===== config.mk =====
export PLATFORM = sky130hd
export DESIGN_NAME = door_alarm_sequencer
export DESIGN_NICKNAME = d
export VERILOG_FILES = /design/src/rtl/door_alarm_sequencer.sv
export SDC_FILE = /design/constraint.sdc
export NUM_CORES = 1
export LEC_CHECK = 0
export BUFFER_PORTS_ARGS = -buffer_cell sky130_fd_sc_hd__buf_2
export CAP_MARGIN = 20
export CORE_ASPECT_RATIO = 0.8
export CORE_MARGIN = 10
export CORE_UTILIZATION = 64
export CTS_CLUSTER_SIZE = 16
export DETAILED_ROUTE_END_ITERATION = 10
export HOLD_SLACK_MARGIN = 0.1
export PLACE_DENSITY = 0.83
export SLEW_MARGIN = 20
export SYNTH_ARGS = -nofsm -noshare
export SYNTH_HDL_FRONTEND = slang
export SYNTH_SLANG_ARGS = --single-unit

===== constraint.sdc =====
create_clock -name clock -period 5.1 [get_ports clock]
set_input_delay 0.765 -clock clock [delete_from_list [all_inputs] [get_ports clock]]
set_output_delay 0.765 -clock clock [all_outputs]
set_load 0.02 [all_outputs]

===== src/rtl/door_alarm_sequencer.sv =====
// Door-open alarm sequencer: grace period, intermittent beep, escalation to a
// continuous tone, with acknowledge-driven snooze. All outputs registered.
module door_alarm_sequencer #(
  parameter int GRACE_CYCLES    = 16,
  parameter int BEEP_HALF       = 4,
  parameter int ESCALATE_CYCLES = 64,
  parameter int SNOOZE_CYCLES   = 32,
  parameter int CNT_W           = 8
) (
  input  logic       clock,
  input  logic       reset,
  input  logic       warn_door_open,
  input  logic       ack,
  output logic       buzzer,
  output logic       alarm_led,
  output logic [1:0] alarm_level
);

  typedef enum logic [2:0] {
    IDLE   = 3'd0,
    GRACE  = 3'd1,
    BEEP   = 3'd2,
    CONT   = 3'd3,
    SNOOZE = 3'd4
  } state_t;

  localparam logic [CNT_W-1:0] GRACE_LAST  = CNT_W'(GRACE_CYCLES - 1);
  localparam logic [CNT_W-1:0] HALF_LAST   = CNT_W'(BEEP_HALF - 1);
  localparam logic [CNT_W-1:0] ESC_LAST    = CNT_W'(ESCALATE_CYCLES - 1);
  localparam logic [CNT_W-1:0] SNOOZE_LAST = CNT_W'(SNOOZE_CYCLES - 1);

  state_t           state;
  logic [CNT_W-1:0] cnt;
  logic [CNT_W-1:0] phase;
  logic [1:0]       holdoff;
  logic             warn;

  function automatic logic [CNT_W-1:0] sat_inc(input logic [CNT_W-1:0] v);
    return (v == '1) ? v : v + CNT_W'(1);
  endfunction

  // The upstream flag is undefined for two cycles after reset; mask it.
  assign warn = warn_door_open && (holdoff == 2'd2);

  always_ff @(posedge clock) begin
    if (reset) begin
      state       <= IDLE;
      cnt         <= '0;
      phase       <= '0;
      holdoff     <= 2'd0;
      buzzer      <= 1'b0;
      alarm_led   <= 1'b0;
      alarm_level <= 2'd0;
    end else begin
      if (holdoff != 2'd2) holdoff <= holdoff + 2'd1;

      case (state)
        IDLE: begin
          buzzer      <= 1'b0;
          alarm_led   <= 1'b0;
          alarm_level <= 2'd0;
          cnt         <= '0;
          phase       <= '0;
          if (warn) state <= GRACE;
        end

        GRACE: begin
          if (!warn) begin
            state <= IDLE;
            cnt   <= '0;
          end else if (cnt == GRACE_LAST) begin
            state       <= BEEP;
            cnt         <= '0;
            phase       <= '0;
            buzzer      <= 1'b1;
            alarm_led   <= 1'b1;
            alarm_level <= 2'd1;
          end else begin
            cnt <= sat_inc(cnt);
          end
        end

        BEEP: begin
          if (!warn) begin
            state       <= IDLE;
            cnt         <= '0;
            phase       <= '0;
            buzzer      <= 1'b0;
            alarm_led   <= 1'b0;
            alarm_level <= 2'd0;
          end else if (ack) begin
            state       <= SNOOZE;
            cnt         <= '0;
            buzzer      <= 1'b0;
            alarm_led   <= 1'b1;
            alarm_level <= 2'd3;
          end else if (cnt == ESC_LAST) begin
            state       <= CONT;
            buzzer      <= 1'b1;
            alarm_led   <= 1'b1;
            alarm_level <= 2'd2;
          end else begin
            cnt         <= sat_inc(cnt);
            alarm_led   <= 1'b1;
            alarm_level <= 2'd1;
            // Buzzer cadence runs off its own phase so escalation timing is untouched.
            if (phase == HALF_LAST) begin
              phase  <= '0;
              buzzer <= ~buzzer;
            end else begin
              phase <= sat_inc(phase);
            end
          end
        end

        CONT: begin
          if (!warn) begin
            state       <= IDLE;
            cnt         <= '0;
            phase       <= '0;
            buzzer      <= 1'b0;
            alarm_led   <= 1'b0;
            alarm_level <= 2'd0;
          end else if (ack) begin
            state       <= SNOOZE;
            cnt         <= '0;
            buzzer      <= 1'b0;
            alarm_led   <= 1'b1;
            alarm_level <= 2'd3;
          end else begin
            buzzer      <= 1'b1;
            alarm_led   <= 1'b1;
            alarm_level <= 2'd2;
          end
        end

        SNOOZE: begin
          // ack is deliberately not looked at here: holding it cannot extend the snooze.
          if (!warn) begin
            state       <= IDLE;
            cnt         <= '0;
            phase       <= '0;
            buzzer      <= 1'b0;
            alarm_led   <= 1'b0;
            alarm_level <= 2'd0;
          end else if (cnt == SNOOZE_LAST) begin
            state       <= BEEP;
            cnt         <= '0;
            phase       <= '0;
            buzzer      <= 1'b1;
            alarm_led   <= 1'b1;
            alarm_level <= 2'd1;
          end else begin
            cnt         <= sat_inc(cnt);
            buzzer      <= 1'b0;
            alarm_led   <= 1'b1;
            alarm_level <= 2'd3;
          end
        end

        default: begin
          state       <= IDLE;
          cnt         <= '0;
          phase       <= '0;
          buzzer      <= 1'b0;
          alarm_led   <= 1'b0;
          alarm_level <= 2'd0;
        end
      endcase
    end
  end

endmodule


==> results.cfg <==
[die]
die_area_um2 = 4670
die_x_um = 73.9
core_um2 = 2180
fp-row-count = 15
io_pins = 8
fp.dieH_um = 63.1
start_util = 0.684

[cts]
clock-sinks = 25
cts_setup_buffers = 0
root_buffer = clkbuf_4
cts_tree = yes
cts_hold_buf = 0
path_clk_slew_ns = 0.14
numCtsBuffers = 3
post_cts_resized = 0
htree_levels = 1
clk_path_buf_depth = 2
clock_latency_ns = 0.33

[global_routing]
grt_pass1_vias = 1302
antenna_found_initial = 0
grt_overflow = 0
globalRouteTotalUtil = 0.149
grt_max_degree = 18
grt_pass1_wl_mm = 5.91

[sta]
fin_skew_ns = 0.00350
fin_crit_sh = 0.490
hold_violations = 0
fmax_ghz = 0.401
holdWs_ns = 0.473
min_period_ns = 2.50
maxSlewViolCount = 0
rsz0062_at_grt = no
maxSlewHeadroom = 0.392
worst_pin_slew_ns = 0.913
final-setup-viol-count = 0
fin_setup_tns_ns = 0

[routing]
routedWlPerCell_um = 16.8
drc = 0
wl_met3_um = 257
drtAntennaViolNets = 0
num_vias = 1513
drtIter0Drc = 310
wl_met1_mm = 1.63
met2_wirelength_mm = 1.63
routed_wl_mm = 3.59
dr.pass1.iters = 5
routed.top_layer = met4
avgViaCountPerCell = 7.10

[cells_and_area]
layout_commonest_cell = dfxtp_1
nNetsFinal = 196
finalNonFillerCells = 213
area_growth_pct = 4.03
final_cell_mix = 25 x dfxtp_1, 21 x nor2_1, 15 x nand2_1, 10 x a21oi_1
final_layout_size_suffix_gt1_frac = 0.0691
diodes = 0

[synthesis]
ys_types = 48
synth-edff-count = 0
syn_nets = 192
ys_seq_area_frac = 0.336
ys.flop_type = dfxtp_1
synthArstFlopShare = 0
synthCells = 185
synthesis.area_um2 = 1490
syn_area_per_cell_um2 = 8.05
synth_seq_cells = 25
yosys_warnings = 0

[run]
cap_violations = 0

[min_path]
min_from = alarm_led$_SDFFE_PP0P_
hold_path_class = reg -> reg

[worst_setup_path]
end_kind = flop
worstPathRequired_ns = 5.33
path_delay_family = compound AO/OA/AOI/OAI gates
cp-startpoint = state[0]$_SDFFE_PP0P_
crit_arrival_ns = 2.72
critPathKind = reg -> reg
crit_slowest_cell = a21oi_1
crit_fanout = 17
crit_path_start_kind = flop
slowest_delay_ns = 0.71
crit_buf_inv = 0
r2r_start = state[0]$_SDFFE_PP0P_
path_cells = nand2b_1 > or2_2 > a21oi_1 > nor2_1 > o311ai_0

[placement]
place_inst = 209
port_buffers = 7
place.gp.congestion = 0.973
hpwlAfterDp_mm = 2.54

[power]
peakVddDrop_v = 0.000211
p_per_area_nw_per_um2 = 280
leakage_uw = 0.000538
p_total_uw = 433

[outcome]
status = completed
where the power goes:
group          internal, uW  switching [uW]  leakage [uW]
clock network          29.5            63.2     0.0000177
logic                  41.5            73.5      0.000318
registers               209            16.9      0.000202
sequential cells by signal, summed over array words and instances, names as in the netlist:
register and count:
cnt 8, state 3, buzzer 1, alarm_led 1, phase 8, alarm_level 2, holdoff 2
layer usage:
layer  track usage  vias up
met2         0.227       83
met5             0        -
met1         0.201      701
met4        0.0395        0
li1              -      715
met3        0.0376       14
kinds of logic (layout without fill, tap and decap cells):
kind of cell,after synthesis,count (layout),synth area share
flip-flops,25,25,0.336
AO/OA/AOI/OAI,54,54,0.261
AND/OR/NAND/NOR,79,79,0.287
multiplexers,2,2,0.0134
adder cells (fa/ha/maj),3,3,0.0252
XOR/XNOR,6,6,0.0353
buffers and inverters,16,19,0.0429
worst register-to-register path, stage by stage (launching register included):
cell      delay, ns
dfxtp_1        0.67
nand2b_1       0.22
or2_2          0.33
a21oi_1        0.71
nor2_1         0.15
o311ai_0       0.31
stage by stage:
stage	setup slack (ns)	cell area, um2	utilization
floorplan	2.87	1490	-
global placement	2.63	1520	0.699
detailed placement	2.58	1520	0.699
CTS	2.62	1550	0.711
global route	2.31	1550	0.711
finish	2.60	1550	0.711
path summary, 6_finish.rpt:
check                           cells past startpoint                endpoint  slack, ns
worst min register to register                      2  alarm_led$_SDFFE_PP0P_       0.47
worst max-delay path                                5   phase[5]$_SDFFE_PP0P_       2.60
worst max register to register                      5   phase[5]$_SDFFE_PP0P_       2.60
worst min-delay path                                2  alarm_led$_SDFFE_PP0P_       0.47
final cells by class:
class,count,area [um2]
clock inverter,1,5.00
tap,25,31.3
fill,172,628
multi-input combinational,144,925
sequential,25,500
timing repair buffer,7,35.0
clock buffer,3,22.5
inverter,8,30.0
cell usage after synthesis (3+ instances only):
cell	count	share of area
nor2_1	21	0.053
clkbuf_1	5	0.013
o211ai_1	6	0.030
inv_1	8	0.020
nor3_1	4	0.013
nand4_1	4	0.017
dfxtp_1	25	0.34
o311ai_0	6	0.035
nand2_1	15	0.038
o21ai_0	6	0.020
o41ai_1	4	0.024
a21oi_1	10	0.034
ha_1	3	0.025
xor2_1	4	0.024
nand3_1	8	0.027
nand2b_1	4	0.017
and3_1	5	0.021
Power figures use the tool's default switching activity.
